`config.mk`:
```
export PLATFORM = sky130hd
export DESIGN_NAME = fifo_word_serializer
export DESIGN_NICKNAME = d
export VERILOG_FILES = /design/src/rtl/fifo_word_serializer.sv
export SDC_FILE = /design/constraint.sdc
export NUM_CORES = 1
export LEC_CHECK = 0
export BUFFER_PORTS_ARGS = -buffer_cell sky130_fd_sc_hd__buf_2
export CORE_MARGIN = 10
export CORE_UTILIZATION = 40
export CTS_BUF_LIST = sky130_fd_sc_hd__clkbuf_4
export DETAILED_ROUTE_END_ITERATION = 10
export GPL_ROUTABILITY_DRIVEN = 0
export PLACE_DENSITY_LB_ADDON = 0.2
export REMOVE_ABC_BUFFERS = 1
export SLEW_MARGIN = 30
export SYNTH_ARGS = -nofsm -noshare
export SYNTH_HDL_FRONTEND = slang
export SYNTH_SLANG_ARGS = --single-unit
```
`constraint.sdc`:
```
create_clock -name Clk -period 2 [get_ports Clk]
set_clock_uncertainty 0.2 [all_clocks]
set_input_delay 0.1 -clock Clk [delete_from_list [all_inputs] [get_ports Clk]]
set_output_delay 0.1 -clock Clk [all_outputs]
set_load 0.01 [all_outputs]
```
`src/rtl/fifo_word_serializer.sv`:
```
// Pops words from the word FIFO and shifts each one out as an async-style frame:
// start bit, FWIDTH data bits LSB first, optional parity bit, stop bit.
module fifo_word_serializer #(
  parameter int FWIDTH       = 32,
  parameter int CLKS_PER_BIT = 4,
  parameter int PARITY_EN    = 1,
  parameter int PARITY_ODD   = 0
) (
  input  logic              Clk,
  input  logic              Rst,
  input  logic              En,
  input  logic              Abort,
  input  logic [FWIDTH-1:0] F_Data,
  input  logic              F_EmptyN,
  output logic              FOutN,
  output logic              SerOut,
  output logic              Busy,
  output logic              WordDone
);

  localparam int BW = (CLKS_PER_BIT > 1) ? $clog2(CLKS_PER_BIT) : 1;
  localparam int CW = $clog2(FWIDTH) + 1;
  localparam logic [BW-1:0] BAUD_LAST = BW'(CLKS_PER_BIT - 1);
  localparam logic [CW-1:0] BIT_LAST  = CW'(FWIDTH - 1);

  typedef enum logic [2:0] {IDLE, LOAD, START, DATA, PARITY, STOP} state_t;

  state_t            state, stateNxt;
  logic [FWIDTH-1:0] shReg;
  logic              parAcc;
  logic [CW-1:0]     bitCnt;
  logic [BW-1:0]     baudCnt;
  logic              bitEnd, popReq;
  logic              serNxt, fOutNNxt, wordDoneNxt;

  assign bitEnd = (baudCnt == BAUD_LAST);
  assign popReq = (state == IDLE) && En && F_EmptyN && !Abort;
  assign Busy   = (state != IDLE);

  always_ff @(posedge Clk or posedge Rst) begin
    if (Rst) state <= IDLE;
    else     state <= stateNxt;
  end

  always_comb begin
    stateNxt = state;
    case (state)
      IDLE:    if (popReq) stateNxt = LOAD;
      LOAD:    stateNxt = START;
      START:   if (bitEnd) stateNxt = DATA;
      DATA:    if (bitEnd && bitCnt == BIT_LAST) stateNxt = (PARITY_EN != 0) ? PARITY : STOP;
      PARITY:  if (bitEnd) stateNxt = STOP;
      STOP:    if (bitEnd) stateNxt = IDLE;
      default: stateNxt = IDLE;
    endcase
    if (Abort) stateNxt = IDLE;
  end

  // Line value is registered from the current state, so the line trails the FSM by one cycle.
  always_comb begin
    serNxt = 1'b1;
    case (state)
      START:   serNxt = 1'b0;
      DATA:    serNxt = shReg[0];
      PARITY:  serNxt = parAcc ^ (PARITY_ODD != 0);
      default: serNxt = 1'b1;
    endcase
    if (Abort) serNxt = 1'b1;
    fOutNNxt    = !popReq;
    wordDoneNxt = (state == STOP) && bitEnd && !Abort;
  end

  always_ff @(posedge Clk or posedge Rst) begin
    if (Rst) begin
      FOutN    <= 1'b1;
      SerOut   <= 1'b1;
      WordDone <= 1'b0;
      shReg    <= '0;
      parAcc   <= 1'b0;
      bitCnt   <= '0;
      baudCnt  <= '0;
    end else begin
      FOutN    <= fOutNNxt;
      SerOut   <= serNxt;
      WordDone <= wordDoneNxt;
      case (state)
        LOAD: begin
          // FIFO advances its read pointer at this same edge.
          shReg   <= F_Data;
          parAcc  <= ^F_Data;
          bitCnt  <= '0;
          baudCnt <= '0;
        end
        START, PARITY, STOP: baudCnt <= bitEnd ? '0 : baudCnt + 1'b1;
        DATA: begin
          baudCnt <= bitEnd ? '0 : baudCnt + 1'b1;
          if (bitEnd) begin
            shReg  <= shReg >> 1;
            bitCnt <= bitCnt + 1'b1;
          end
        end
        default: baudCnt <= '0;
      endcase
      if (Abort) baudCnt <= '0;
    end
  end

endmodule

```
# After elaboration in Yosys (flattened, before gate mapping)
# Cells that the tools add are included.
[word_totals]
ff_bits = 47
in_bits = 37
output_inout_bits = 4
wordCells = 54
[op_classes]
add_sub_neg = 2
n_eq_ne = 13
muxes = 16
n_reduce_logical = 15
[op_table]
columns = ["op", "n"]
rows = [
  ["32-bit case mux with 2 select lines", 1],
  ["32-bit two-way mux", 1],
  ["32-bit parity", 1],
  ["3-bit two-way mux", 6],
  ["3-bit case mux with 6 select lines", 1],
  ["3-bit inequality test, second input constant", 5],
  ["6-bit case mux with 2 select lines", 1],
  ["6-bit by 1-bit adder with 6-bit output, second input constant", 1],
  ["3-bit by 2-bit equality test with 1-bit output, second input constant", 2],
  ["3-bit equality test, second input constant", 2],
  ["6-bit by 5-bit equality test with 1-bit output, second input constant", 1],
  ["1-bit logical AND", 6],
  ["2-bit two-way mux", 3],
  ["6-bit two-way mux", 1],
  ["5-bit AND reduction", 1],
  ["4-bit OR reduction", 1],
  ["3-bit by 1-bit equality test with 1-bit output, second input constant", 1],
  ["3-bit logical NOT", 1],
  ["1-bit case mux with 3 select lines", 1],
  ["3-bit nonzero test", 1],
  ["2-bit by 1-bit adder with 2-bit output, second input constant", 1],
  ["2-bit equality test, second input constant", 1],
  ["1-bit logical NOT", 2],
  ["2-bit inequality test, second input constant", 1],
  ["3 further kinds", 3],
]

# Longest topological paths before layout
# Gate-level depths: netlist of the first run.
[depth]
ltp_word = 7
depth_mapped = 7

# Least setup slack after synthesis of the first run
# Ideal clock, no wire load.
[synth_timing]
kind = "reg2reg"
startpoint = "reg baudCnt[0]"
endpoint = "reg shReg[2]"
setup_time_ps = 134
t_arrival_ps = 1415
required_time_ps = 1666
path_slack_ps = 251
path_stages_with_launch = 6
synth_period_minus_slack_ps = 1749
cell_sequence = "dfrtp_1 -> ha_1 -> o21ai_0 -> clkbuf_1 -> clkbuf_1 -> o21ai_0"
[synth_via]
elab_chain_cells = 3
[synth_rtl]
columns = ["element", "line_no", "text"]
rows = [
  ["from (decl)", "32", "logic [BW-1:0] baudCnt;"],
  ["from (signal assigned)", "94", "START, PARITY, STOP: baudCnt <= bitEnd ? '0 : baudCnt + 1'b1;"],
  ["from (signal assigned)", "96", "baudCnt <= bitEnd ? '0 : baudCnt + 1'b1;"],
  ["2-bit equality test", "36", "assign bitEnd = (baudCnt == BAUD_LAST);"],
  ["2-bit inequality test (no source line)", "-", ""],
  ["2-bit AND reduction (no source line)", "-", ""],
  ["to (signal assigned)", "89", "shReg <= F_Data;"],
  ["to (signal assigned)", "98", "shReg <= shReg >> 1;"],
  ["to (decl)", "29", "logic [FWIDTH-1:0] shReg;"],
]
# No other way between the ends.
# A chain may end at the register's enable or synchronous reset.

# Worst setup path in the final report of the first run
[layout_timing]
startpoint = "reg state[0]"
endpoint = "reg bitCnt[5]"
[layout_via]
elab_chain_cells = 3
word_cells_on_any_way = 6
cone_classes = "eq/ne (3); mux (1); reduce/logical (2)"
[layout_rtl]
columns = ["element", "line_no", "text"]
rows = [
  ["from (decl)", "28", "state_t state, stateNxt;"],
  ["from (signal assigned)", "42", "else state <= stateNxt;"],
  ["3-bit by 2-bit equality test with 1-bit output or 3-bit by 1-bit equality test with 1-bit output (tied branches)", "86", "case (state)"],
  ["2-bit inequality test (no source line) or 2-bit nonzero test (tied branches)", "-", ""],
  ["2-bit AND reduction (no source line)", "-", ""],
  ["to (signal assigned)", "99", "bitCnt <= bitCnt + 1'b1;"],
  ["to (decl)", "31", "logic [CW-1:0] bitCnt;"],
]
# Parallel ways exist; a longest one is shown, timed or not.

==> summary.md, run 1 <==
| Metric | Value |
|---|---|
| #FFs+latches synth | 47 |
| Max-slew headroom | 67.8% |
| Crit path time final | 1.81 ns |
| Root buf cell | clkbuf_4 |
| Worst-path clk slew | 0.14 ns |
| Synthesized cell area | 0.00247 sq mm |
| Worst Path Class, Setup | flip-flop to flip-flop |
| Part of the power in registers | 53.0% |
| Remaining global-route overflow | 0 |
| CTS HTree Levels | 2 |
| Hold Path Class | input pin to flip-flop |
| R2R Setup Slk | 0.19 ns |
| Max_cap viols | 0 |
| Wire per inst | 13.4 um |
| Final Hold Viols | 0 |
| PortBufs | 40 |
| Fillers | 553 |
| Starting Density | 41.5% |
| Synth cell types | 36 |
| Least-Margin Pin Slew | 0.482 ns |
| CTS buffer count | 5 |
| Die Y | 98.6 um |
| CP max FO | 8 |
| Largest net degree at the start of global routing | 49 |
| Clk_lat worst skew | 0.37 ns |
| Req. time, crit path | 2.11 ns |
| Die footprint | 0.00973 sq mm |
| Most common flop cell mapped by yosys | dfrtp_1 |
| Slew Viols, Final | 0 |
| Seq/Total Area, Yosys | 47.6% |
| Via density | 4.85 |
| Net Sw Frac | 28.2% |
| CP Data Arrival Time | 1.91 ns |
| Critical path's slowest cell | dfrtp_1 |
| Cell depth of the worst flop-to-flop path | 6 |
| Vias in the first global route | 2034 |
| Hold path depth | 6 |
| Critical path cell sequence | buf_4, nand2b_4, a21oi_4, nand4_2, or3_1, a21oi_1 |
| NetSw | 657 uW |
| Crit. End Element | flip-flop |
| DRT iter0 DRCs | 116 |
| Detailed Place HPWL | 3630 um |
| Cell Area, Placed | 0.00280 sq mm |
| Most common cell after layout, fill and taps aside | dfrtp_1 |
| Post-Syn Area per Cell | 10.2 sq um |
| Via count | 1919 |
| Post-synthesis cell count | 242 |
| Setup TNS | 0 ns |
| Final antenna-violating net count | 0 |
| Diodes inserted | 0 |
| Post-synth ARST share | 100% |
| Die Width | 98.6 um |
| Worst-case hold slack | 0.0583 ns |
| Seq. cell area | 0.00118 sq mm |
| Cells after DPL | 352 |
| Status | completed |
| RSZ-0062 raised after global routing | false |
| Clk pwr share | 24.6% |
| Combinational Power Share | 22.4% |
| CTS max path bufs | 2 |
| Final worst setup slack | 0.194 ns |
| Multi-input logic area | 0.00122 sq mm |
| Global-route wire length before repair | 9330 um |
| Synth warn | 0 |
| Post-Route WL | 5300 um |
| Ports | 41 |
| Hold Path Sink | state[0]$_DFFE_PP0P_ |
| Reg2Reg Launch Point | state[0]$_DFFE_PP0P_ |
| Highest clock rate | 0.554 GHz |
| Area grow syn2layout | 31.1% |
| Design area | 0.00324 sq mm |
| Worst Setup Start Kind | flip-flop |
| Core footprint | 0.00596 sq mm |
| Sink Count | 47 |
| Power per Cell Area | 719 mW/mm^2 |
| DRC | 0 |
| Proportion of layout cells with a drive suffix above 1 | 20.6% |
| Number of flops mapped to enable cells by yosys | 0 |
| Max IR drop VDD | 0.395 mV |
| Setup WS pre-CTS | 0.210 ns |
| Postcts setup bufs | 0 |
| Worst hold path startpoint | F_EmptyN |
| Static Leakage | 0.00155 uW |
| Setup violators final | 0 |
| Gr usage total | 11.2% |
| Period Utilization, post-route | 90.3% |
| Antenna violations before repair | 0 |
| First-pass DRT Iterations | 5 |
| Delay of the slowest critical-path stage | 0.50 ns |
| Pint | 1670 uW |
| TritonCTS clock tree | built |
| Most frequent cells in the layout | 44 x dfrtp_1, 40 x nand2_1, 40 x buf_2, 36 x dlygate4sd3_1, 33 x o21ai_0 |
| Cell row count | 28 |
| Reg-to-reg critical path endpoint | bitCnt[5]$_DFFE_PP0P_ |
| Final nets | 359 |
| Fin cells | 396 |
synthesized netlist by cell type (2+ instances only):
cell / number / area share [%]
inv_1: 3 / 0.46
mux2i_1: 31 / 13
nor3_1: 3 / 0.61
clkbuf_1: 4 / 0.61
nor2_1: 8 / 1.2
xor2_1: 8 / 2.8
a21oi_1: 4 / 0.81
buf_6: 2 / 0.91
o21ai_0: 34 / 6.9
dfstp_2: 2 / 2.1
buf_2: 7 / 1.4
or3_1: 2 / 0.51
nand2_1: 40 / 6.1
xnor2_1: 27 / 9.6
dfrtp_1: 45 / 46
ha_1: 2 / 1.0
cell families after synthesis:
logic type,Yosys count,share of synthesized area (%)
buffers and inverters,17,3.54
AO/OA/AOI/OAI,48,11.3
multiplexers,32,13.0
XOR/XNOR,35,12.4
adder cells (fa/ha/maj),2,1.01
AND/OR/NAND/NOR,61,11.1
flip-flops,47,47.6
routing by layer:
metal  wire length, um  GRT usage [%]  up-vias
li1                  -              -      982
met1              2430           13.7      900
met2              2620           18.9       32
met3               186           3.28        5
met4                57           2.98        0
met5                 0              0        -
worst max path at each step:
stage	from	to	slack [ns]	cells past startpoint
after floorplan	state[1]$_DFFE_PP0P_	shReg[0]$_DFFE_PP0P_	-2.38	3
after global placement	state[1]$_DFFE_PP0P_	shReg[0]$_DFFE_PP0P_	0.20	5
after detailed placement	state[1]$_DFFE_PP0P_	shReg[0]$_DFFE_PP0P_	0.21	5
after CTS	state[1]$_DFFE_PP0P_	shReg[0]$_DFFE_PP0P_	0.17	5
after global routing	state[0]$_DFFE_PP0P_	bitCnt[5]$_DFFE_PP0P_	0.07	6
final	state[0]$_DFFE_PP0P_	bitCnt[5]$_DFFE_PP0P_	0.19	6
sequential cells by signal (all words and copies together) (netlist names):
signal,flops
WordDone,1
baudCnt,2
SerOut,1
bitCnt,6
parAcc,1
shReg,32
state,3
FOutN,1
power by group through the flow:
stage	clock network (uW)	registers [uW]	logic, uW
floorplan	0	1230	351
CTS	589	1240	532
detailed placement	0	1250	479
global placement	0	1250	470
global route	623	1260	604
finish	573	1240	523
critical path: cells and delay by family (launching register included):
family | cells | cell delay (ns)
AO/OA/AOI/OAI | 2 | 0.28
buffers and inverters | 1 | 0.19
flip-flops | 1 | 0.50
AND/OR/NAND/NOR | 3 | 0.57
layout make-up:
| type | instances | share of cell area, % |
|---|---|---|
| multi-input combinational | 178 | 37.6 |
| sequential | 47 | 36.4 |
| inverter | 4 | 0.463 |
| timing repair buffer | 84 | 20.3 |
| clock buffer | 5 | 1.16 |
| clock inverter | 3 | 1.20 |
| tap | 75 | 2.89 |
through the flow:
stage	util, %	total power [uW]
finish	54.4	2330
floorplan	-	1580
CTS	54.4	2360
global placement	47.1	1720
global route	54.4	2490
detailed placement	47.1	1730
repair_timing:
action | CTS | global route
endpoints found under the hold margin | 85 | 0
hold buffers | 36 | 0
gates resized for setup | 0 | 1
endpoints found under the setup margin | 0 | 1
No activity file was read; power rests on OpenSTA's default activity.
==> inputs of run 2 (changes only) <==
Settings changed: ABC_AREA from default to 1.
==> summary.md, run 2 <==
| Metric | Value |
|---|---|
| Critical path cell sequence | inv_2, nand2_1, nor2_1, inv_2, a21oi_1, a21oi_1, nor2_1, nor2_2, nand3_1, o21ai_0 |
| DRT iter0 DRCs | 139 (+20%) |
| Most common flop cell mapped by yosys | dfrtp_1 |
| Hold Path Class | input pin to flip-flop |
| Post-Route WL | 7230 um (+37%) |
| Fin cells | 629 (+59%) |
| Top flop regs | shReg: 32 flops, bitCnt: 6 flops, state: 3 flops |
| Synth warn | 0 (unchanged) |
| Max_cap viols | 0 (unchanged) |
| Post-Route Utilization | 51.3% (-3.1 points) |
| Vias in the first global route | 2893 (+42%) |
| Reg2Reg Launch Point | state[1]$_DFFE_PP0P_ |
| Root buf cell | clkbuf_4 |
| Max IR drop VDD | 0.348 mV (-12%) |
| Critical path's slowest cell | dfrtp_1 |
| Area grow syn2layout | 25.3% |
| Slew Viols, Final | 0 (unchanged) |
| Hold path depth | 6 (unchanged) |
| Pwr Total | 3550 uW (+52%) |
| Synth top area share | 38.1% (-7.4 points) |
| Static Leakage | 0.00199 uW (+29%) |
| TritonCTS clock tree | built |
| Via count | 2953 (+54%) |
| Multi-input logic area | 0.00154 sq mm (+26%) |
| Period Utilization, post-route | 89.3% (-0.98 points) |
| Cell with the most instances after synthesis | nand2_1 |
| CTS max path bufs | 2 (unchanged) |
| Sink Count | 47 (unchanged) |
| Starting Density | 40.9% (-0.60 points) |
| Reg-to-reg critical path endpoint | state[2]$_DFFE_PP0P_ |
| Final Hold Viols | 0 (unchanged) |
| Pint | 2070 uW (+24%) |
| Gr usage total | 13.2% (+2.0 points) |
| Worst hold path startpoint | F_EmptyN |
| Number of flops mapped to enable cells by yosys | 0 (unchanged) |
| RSZ-0062 raised after global routing | false |
| CP max FO | 6 (-2) |
| #FFs+latches synth | 47 (unchanged) |
| Largest net degree at the start of global routing | 48 (-2.0%) |
| DRC | 0 (unchanged) |
| Synthesized cell area | 0.00295 sq mm (+19%) |
| Part of the power in registers | 43.5% (-9.5 points) |
| Postcts setup bufs | 0 (unchanged) |
| NetSw | 1470 uW (+120%) |
| Post-synth ARST share | 100% (unchanged) |
| Antenna violations before repair | 0 (unchanged) |
| Post-synth top cells | 175 x nand2_1, 49 x nor2_1, 46 x o21ai_0, 45 x dfrtp_1, 44 x inv_1 |
| Crit path time final | 1.79 ns (-0.0195 ns) |
| Most frequent cells in the layout | 175 x nand2_1, 49 x nor2_1, 46 x o21ai_0, 45 x dfrtp_1, 43 x inv_1 |
| Hold Path Sink | state[1]$_DFFE_PP0P_ |
| Fillers | 744 (+35%) |
| Proportion of layout cells with a drive suffix above 1 | 12.3% (-8.3 points) |
| First-pass DRT Iterations | 4 (-1) |
| Diodes inserted | 0 (unchanged) |
| Combinational Power Share | 43.5% (+21 points) |
| Delay of the slowest critical-path stage | 0.48 ns (-0.02 ns) |
| Via density | 4.69 (-3.1%) |
| Wire per inst | 11.5 um (-14%) |
| Detailed Place HPWL | 5030 um (+39%) |
| Post-synthesis cell count | 452 (+87%) |
| Synth area leader | dfrtp_1 |
| Most common cell after layout, fill and taps aside | nand2_1 |
| Ports | 41 (unchanged) |
| Die Y | 106 um (+7.4%) |
| Max-slew headroom | 59.0% (-8.8 points) |
| Final antenna-violating net count | 0 (unchanged) |
| PortBufs | 40 (unchanged) |
| Cell depth of the worst flop-to-flop path | 10 (+4) |
| Power per Cell Area | 958 mW/mm^2 (+33%) |
| Worst-path clk slew | 0.12 ns (-0.02 ns) |
| Crit. End Element | flip-flop |
| Core footprint | 0.00721 sq mm (+21%) |
| Cell Area, Placed | 0.00328 sq mm (+17%) |
| Status | completed |
| Clk pwr share | 13.0% (-12 points) |
| CTS buffer count | 5 (unchanged) |
| Clk_lat worst skew | 0.36 ns (about the same) |
| Seq. cell area | 0.00118 sq mm (-0.11%) |
| Seq/Total Area, Yosys | 39.9% (-7.7 points) |
| Cells after DPL | 585 (+66%) |
| R2R Setup Slk | 0.21 ns (+0.02 ns) |
| Synth cell types | 26 (-28%) |
| Least-Margin Pin Slew | 0.615 ns (+0.133 ns) |
| Worst-case hold slack | 0.185 ns (+0.127 ns) |
| Final nets | 568 (+58%) |
| CTS HTree Levels | 2 (unchanged) |
| Remaining global-route overflow | 0 (unchanged) |
| Cell row count | 31 (+11%) |
| Global-route wire length before repair | 12800 um (+37%) |
| Die Width | 106 um (+7.4%) |
| Design area | 0.00370 sq mm (+14%) |
| Req. time, crit path | 2.04 ns (-0.07 ns) |
| Net Sw Frac | 41.6% (+13 points) |
| Post-Syn Area per Cell | 6.53 sq um (-36%) |
| Ranking of synthesized cells by area | dfrtp_1 38%, nand2_1 22%, o21ai_0 7.8% |
| CP Data Arrival Time | 1.82 ns (-0.09 ns) |
| Worst Path Class, Setup | flip-flop to flip-flop |
| Most flop-heavy register | shReg |
| Worst Setup Start Kind | flip-flop |
| Die footprint | 0.0112 sq mm (+15%) |
| Setup violators final | 0 (unchanged) |
| Highest clock rate | 0.560 GHz (+1.1%) |
| Max FFs per register | 32 (unchanged) |
run 2: cell count changes after synthesis, sizes merged, moves of 2 or more:
| cell | before | now |
|---|---|---|
| nand2 | 40 | 176 |
| inv | 4 | 49 |
| nor2 | 9 | 51 |
| o21ai | 34 | 72 |
| mux2i | 31 | 0 |
| xnor2 | 27 | 8 |
| nand3 | 0 | 10 |
| buf | 9 | 4 |
| a21oi | 5 | 9 |
| clkbuf | 4 | 8 |
| xor2 | 8 | 5 |
| nand2b | 2 | 0 |
| or3 | 2 | 0 |
run 2: cell type report:
| type | count | share of cell area [%] |
|---|---|---|
| Multi-Input combinational cell | 344 | 41.6 |
| Sequential cell | 47 | 31.9 |
| Timing Repair Buffer | 82 | 16.7 |
| Inverter | 49 | 4.97 |
| Tap cell | 99 | 3.35 |
| Clock buffer | 7 | 1.42 |
| Clock inverter | 1 | 0.135 |
run 2: per-layer routing:
metal	GRT usage, %	wire length, um	vias to the layer above
li1	-	-	1568
met1	16.5	3370	1316
met2	22.4	3400	63
met3	2.72	391	6
met4	3.77	75	0
met5	0	0	-
run 2: how the worst max path moves through the flow:
stage                          from  depth (start not counted)                    end  slack (ns)
5_1_grt        state[1]$_DFFE_PP0P_                          9   state[2]$_DFFE_PP0P_       0.007
4_1_cts        state[1]$_DFFE_PP0P_                         10   state[2]$_DFFE_PP0P_        0.20
6_report       state[1]$_DFFE_PP0P_                         10   state[2]$_DFFE_PP0P_        0.21
3_3_place_gp   state[1]$_DFFE_PP0P_                         10   state[2]$_DFFE_PP0P_        0.26
2_1_floorplan  baudCnt[0]$_DFF_PP0_                          8  bitCnt[5]$_DFFE_PP0P_       -0.12
3_5_place_dp   state[1]$_DFFE_PP0P_                         10   state[2]$_DFFE_PP0P_        0.23
run 2: what timing repair did:
action | in CTS | in global routing
resized for setup | 0 | 0
endpoints found under the hold margin | 85 | 0
hold buffers | 36 | 0
run 2: cells by family (layout without fill, tap and decap cells):
| group | count (synthesis) | count (layout) | share of synthesized area, % |
|---|---|---|---|
| adders and majority gates | 2 | 2 | 0.847 |
| buffers and inverters | 61 | 139 | 8.01 |
| xor gates and xnor gates | 13 | 13 | 3.86 |
| AOI/OAI and AO/OA | 83 | 83 | 14.6 |
| and+or+nand+nor | 246 | 246 | 32.8 |
| DFF | 47 | 47 | 39.9 |
run 2: worst max-delay path: cells and delay by family, from the launching register on:
family / cells / cell delay (ns)
buffers and inverters: 2 / 0.20
and+or+nand+nor: 5 / 0.51
AOI/OAI and AO/OA: 3 / 0.29
DFF: 1 / 0.48
run 2: metrics by stage:
step / TNS [ns] / setup slack (ns)
finish: 0 / 0.214
global route: 0 / 0.00681
CTS: 0 / 0.201
detailed placement: 0 / 0.227
global placement: 0 / 0.256
floorplan: -0.232 / -0.119
run 2: power by group through the flow:
stage          clock [uW]  combinational, uW  sequential [uW]
6_report              461               1540             1540
5_1_grt               527               1790             1590
4_1_cts               490               1560             1540
3_5_place_dp            0               1510             1550
3_3_place_gp            0               1470             1550
2_1_floorplan           0               1050             1510
